==> src/rtl/instr_encoder.sv <==
// rtl/instr_encoder.sv - RV32I field-to-word encoder with one output register and an auto-incrementing write address
// Optional range checking on out_err is enabled by defining INSTR_ENCODER_RANGE_CHECK_EN.
module instr_encoder #(
    parameter int ADDR_W = 10
) (
    input  logic              clk,
    input  logic              rst_n,
    input  logic              in_valid,
    output logic              in_ready,
    input  logic [6:0]        in_opcode,
    input  logic [4:0]        in_rd,
    input  logic [4:0]        in_rs1,
    input  logic [4:0]        in_rs2,
    input  logic [2:0]        in_funct3,
    input  logic [6:0]        in_funct7,
    input  logic [31:0]       in_imm,
    input  logic              addr_clr,
    output logic              out_valid,
    input  logic              out_ready,
    output logic [31:0]       out_instr,
    output logic [ADDR_W-1:0] out_addr,
    output logic              out_err
);

    localparam logic [6:0] OP_R      = 7'b0110011;
    localparam logic [6:0] OP_I_ALU  = 7'b0010011;
    localparam logic [6:0] OP_I_LOAD = 7'b0000011;
    localparam logic [6:0] OP_I_JALR = 7'b1100111;
    localparam logic [6:0] OP_S      = 7'b0100011;
    localparam logic [6:0] OP_B      = 7'b1100011;
    localparam logic [6:0] OP_U_LUI  = 7'b0110111;
    localparam logic [6:0] OP_U_AUI  = 7'b0010111;
    localparam logic [6:0] OP_J      = 7'b1101111;
    localparam logic [31:0] NOP      = 32'h00000013;

    logic [31:0]       enc;
    logic [ADDR_W-1:0] addr_q;
    logic              accept;
    logic              taken;

    assign in_ready = !out_valid || out_ready;
    assign accept   = in_valid && in_ready;
    assign taken    = out_valid && out_ready;
    assign out_addr = addr_q;

    always_comb begin
        enc = NOP;
        case (in_opcode)
            OP_R:
                enc = {in_funct7, in_rs2, in_rs1, in_funct3, in_rd, in_opcode};
            OP_I_ALU, OP_I_LOAD, OP_I_JALR:
                enc = {in_imm[11:0], in_rs1, in_funct3, in_rd, in_opcode};
            OP_S:
                enc = {in_imm[11:5], in_rs2, in_rs1, in_funct3, in_imm[4:0], in_opcode};
            OP_B:
                enc = {in_imm[12], in_imm[10:5], in_rs2, in_rs1, in_funct3,
                       in_imm[4:1], in_imm[11], in_opcode};
            OP_U_LUI, OP_U_AUI:
                enc = {in_imm[31:12], in_rd, in_opcode};
            OP_J:
                enc = {in_imm[20], in_imm[10:1], in_imm[11], in_imm[19:12], in_rd, in_opcode};
            default:
                enc = NOP;
        endcase
    end

    always_ff @(posedge clk or negedge rst_n) begin
        if (!rst_n) begin
            out_valid <= 1'b0;
            out_instr <= 32'h0;
            addr_q    <= '0;
        end else begin
            if (accept) begin
                out_valid <= 1'b1;
                out_instr <= enc;
            end else if (out_ready) begin
                out_valid <= 1'b0;
            end
            // Clear wins over increment; the word leaving this cycle already saw the old address.
            if (addr_clr) begin
                addr_q <= '0;
            end else if (taken) begin
                addr_q <= addr_q + ADDR_W'(4);
            end
        end
    end

`ifdef INSTR_ENCODER_RANGE_CHECK_EN
    logic err_c;
    logic err_q;

    always_comb begin
        err_c = 1'b0;
        case (in_opcode)
            OP_R:
                err_c = 1'b0;
            OP_I_ALU, OP_I_LOAD, OP_I_JALR, OP_S:
                err_c = (in_imm[31:11] != {21{in_imm[11]}});
            OP_B:
                err_c = (in_imm[31:12] != {20{in_imm[12]}}) || in_imm[0];
            OP_U_LUI, OP_U_AUI:
                err_c = (in_imm[11:0] != 12'h0);
            OP_J:
                err_c = (in_imm[31:20] != {12{in_imm[20]}}) || in_imm[0];
            default:
                err_c = 1'b1;
        endcase
    end

    always_ff @(posedge clk or negedge rst_n) begin
        if (!rst_n) begin
            err_q <= 1'b0;
        end else if (accept) begin
            err_q <= err_c;
        end
    end

    assign out_err = err_q;
`else
    assign out_err = 1'b0;
`endif

endmodule

==> config.mk <==
export PLATFORM = sky130hd
export DESIGN_NAME = instr_encoder
export DESIGN_NICKNAME = d
export VERILOG_FILES = /design/src/rtl/instr_encoder.sv
export SDC_FILE = /design/constraint.sdc
export NUM_CORES = 1
export LEC_CHECK = 0
export CORE_UTILIZATION = 39
export DETAILED_ROUTE_END_ITERATION = 7
export HOLD_SLACK_MARGIN = 0.02
export PLACE_DENSITY = 0.89
export SETUP_SLACK_MARGIN = 0.02
export SLEW_MARGIN = 20
export SYNTH_ARGS = -nofsm -noshare
export SYNTH_HDL_FRONTEND = slang
export SYNTH_SLANG_ARGS = --single-unit
==> constraint.sdc <==
create_clock -name clk -period 1.9 [get_ports clk]
set_input_delay 0.38 -clock clk [delete_from_list [all_inputs] [get_ports clk]]
set_output_delay 0.38 -clock clk [all_outputs]
set_load 0.005 [all_outputs]
==> flow_summary.json <==
{
  "netlist_area_um2": 2142,
  "setup.worst_path.class": "in2reg",
  "timing_worst_slew_pin_value_ns": 0.5101,
  "critical_path_buf_inv_count": 1,
  "max-vdd-ir-drop_mv": 0.3189,
  "synth.top_cells.by_area": "sky130_fd_sc_hd__dfrtp_1 (48%), sky130_fd_sc_hd__nor2_1 (8.2%), sky130_fd_sc_hd__a221oi_1 (7.0%)",
  "critPathMaxStageDelay_ns": 0.47,
  "h-tree-depth": 2,
  "start_kind": "input port",
  "num_antenna_cells": 0,
  "power_density_nw_per_um2": 563.0,
  "cts_tree": "built",
  "numCtsBuffers": 5,
  "finalWeightedCongestion": 0.8618,
  "drt_pass1_iterations": 4,
  "seq_area_frac_synth_pct": 47.90,
  "ctsRootBufferMaster": "sky130_fd_sc_hd__clkbuf_8",
  "power.sequential.fraction_pct": 47.8,
  "worstPathRequired_ns": 2.07,
  "synth_edf_count": 0,
  "overflow": 0,
  "yosys_warnings": 0,
  "timing.rr.start": "out_valid",
  "combinationalPowerShare_pct": 26.3,
  "setup.worst_path.end_class": "flip-flop",
  "io-pin-count": 114,
  "switching_power_summed_over_all_nets_w": 0.0005318,
  "hold_class": "in2async",
  "syn_to_final_growth_pct": 68.81,
  "synthesis.instances": 225,
  "die_width_um": 76.11,
  "run_status": "finished clean",
  "initial_antenna_violation_count": 0,
  "drc": 0,
  "rsz0062_at_grt": "false",
  "layout-drive-gt1-share_pct": 16.57,
  "leakagePower_nw": 1.521,
  "die_area_um2": 5793,
  "ys_top_cells_by_count": "sky130_fd_sc_hd__nor2_1 (47), sky130_fd_sc_hd__dfrtp_1 (41), sky130_fd_sc_hd__nand2_1 (24)",
  "std_cell_rows": 26,
  "grt_util_all_layers_pct": 23.89,
  "worstPathCellList": "clkdlybuf4s50_1 -> and3b_1 -> nand4_1 -> o211ai_2 -> a221oi_1 -> nor2_1",
  "routed_wire_length_per_instance_um": 15.30,
  "final_hold_viols": 0,
  "yosys_register_bits": 41,
  "min_period_ns": 1.795,
  "number_of_global_route_vias_before_repair": 2306,
  "worst_skew_pair.late_latency_ns": 0.29,
  "dp_hpwl_um": 5048,
  "fin_crit_sh_pct": 94.50,
  "cts_buffer_depth": 2,
  "internal_power_w": 0.001504,
  "totalWireLength_um": 6608,
  "max_slew_margin_pct": 66.00,
  "netlist-cell-type-count": 45,
  "fp.coreArea_um2": 5205,
  "die_height_um": 76.11,
  "synth_most_common_cell": "sky130_fd_sc_hd__nor2_1",
  "synth_async_sr_flop_share_pct": 100.0,
  "worstSetupStartpoint": "in_opcode[4]",
  "floorplan.initialDensity_pct": 41.15,
  "critical_path.slowest_cell": "sky130_fd_sc_hd__clkdlybuf4s50_1",
  "grt_start_max_net_pins": 42,
  "finalClockSkew_ns": 0.002672,
  "post-synth-top-area-cell": "sky130_fd_sc_hd__dfrtp_1",
  "hold_fix_buffers_cts": 0,
  "max-cap-violations": 0,
  "clock.fmax_ghz": 0.5570,
  "cp_top_family": "compound AO/OA/AOI/OAI gates",
  "dr.first_iter.drc_count": 88,
  "finalSetupViolCount": 0,
  "finalNetCount": 433,
  "port_buffers": 110,
  "timing.final.max_slew_violations": 0,
  "synth_top_flop_cell": "sky130_fd_sc_hd__dfrtp_1",
  "cp_max_fo": 6,
  "part_of_the_total_power_dissipated_in_the_clock_network_pct": 25.9,
  "design_power_total_w": 0.002036,
  "cts.clk_slew.worst_paths_ns": 0.07,
  "synth_largest_type_area_fraction_pct": 47.90,
  "power_switching_share_pct": 26.12,
  "drt.antenna.violating_nets": 0,
  "cp_data_arrival_time_ns": 1.96,
  "avgSynthCellArea_um2": 9.520,
  "routed-via-count": 2315,
  "clock-sinks": 41,
  "place_area_um2": 3490,
  "design_area_um2": 3616,
  "grt_first_pass_wirelength_um": 11030,
  "viasPerCell": 5.359
}
-- layout by cell type (no fill, tap or decap), drive strengths merged, types with 2 or more instances in the layout --
master and instances:
a2111oi 2, a21oi 9, a221oi 18, a222oi 6
a31oi 2, and3 2, and3b 2, buf 35
clkbuf 5, clkdlybuf4s50 105, conb 3, dfrtp 41
dlymetal6s2s 4, inv 3, nand2 24, nand2b 4
nand3 7, nand3b 2, nor2 49, nor2b 2
nor3 2, nor4 3, o211ai 2, o21ai 11
xnor2 4, xor2 3
-- per-layer routing --
| layer | global-route usage (%) | share of wire, % | up-vias |
|---|---|---|---|
| li1 | - | - | 1086 |
| met1 | 29.88 | 42 | 1121 |
| met2 | 40.91 | 50 | 88 |
| met3 | 4.671 | 5.1 | 20 |
| met4 | 8.846 | 2.7 | 0 |
| met5 | 0 | 0 | - |
-- power by group through the flow --
stage | clock [W] | sequential, W | combinational [W]
2_1_floorplan | 0 | 0.000992 | 0.000162
3_3_place_gp | 0 | 0.000985 | 0.000519
3_5_place_dp | 0 | 0.000989 | 0.000531
4_1_cts | 0.000537 | 0.000973 | 0.000536
5_1_grt | 0.000574 | 0.000982 | 0.000582
6_report | 0.000528 | 0.000973 | 0.000535
-- area by class of cell --
cell class | instances | area (um2)
repair buffers | 144 | 1374
multi-input cells | 168 | 1044
flip-flops and latches | 41 | 1026
clock buffers | 5 | 68.82
fillers | 422 | 1589
well taps | 70 | 87.58
inverters | 3 | 11.26
clock inverters | 1 | 5.005
-- state kept, by name (all words and copies together) (netlist names) --
signal     flops
out_instr     32
out_addr       8
out_valid      1
-- stage by stage --
| stage | hold slack (ns) | util [%] | instances | setup slack, ns | TNS, ns |
|---|---|---|---|---|---|
| floorplan | 0.08441 | - | 227 | 0.3136 | 0 |
| global placement | 0.4532 | 67.04 | 423 | -0.1852 | -3.402 |
| detailed placement | 0.4554 | 67.04 | 423 | -0.2378 | -4.732 |
| CTS | 0.1635 | 68.61 | 429 | 0.02357 | 0 |
| global route | 0.1869 | 69.47 | 432 | 0.02235 | 0 |
| finish | 0.1469 | 69.47 | 432 | 0.1046 | 0 |
-- worst paths after layout --
check                                 to  slack, ns  cells after the start
min in group clk            out_instr[1]       0.48                      1
min                          out_addr[4]       0.15                      2
max                        out_instr[10]       0.10                      6
min reg2reg                 out_instr[1]       0.48                      1
max in group asynchronous   out_instr[7]       1.40                      2
max reg2reg                out_instr[20]       0.41                      5
-- repair_timing --
item | CTS | global route
resized for setup | 1 | 10
pin swaps | 0 | 6
endpoints found under the setup margin | 1 | 21
buffers inserted | 0 | 3
-- kinds of logic (layout without fill, tap and decap cells) --
kind of cell,Yosys count,count (layout),share of synthesized area [%]
buffers and inverters,18,153,4.673
other,1,3,0.1751
and+or+nand+nor,100,100,22.61
AOI/OAI and AO/OA,55,55,20.21
xor gates and xnor gates,7,7,2.862
adders and majority gates,1,1,0.5840
muxes,2,2,0.9930
DFF,41,41,47.90
Power figures use the tool's default switching activity.
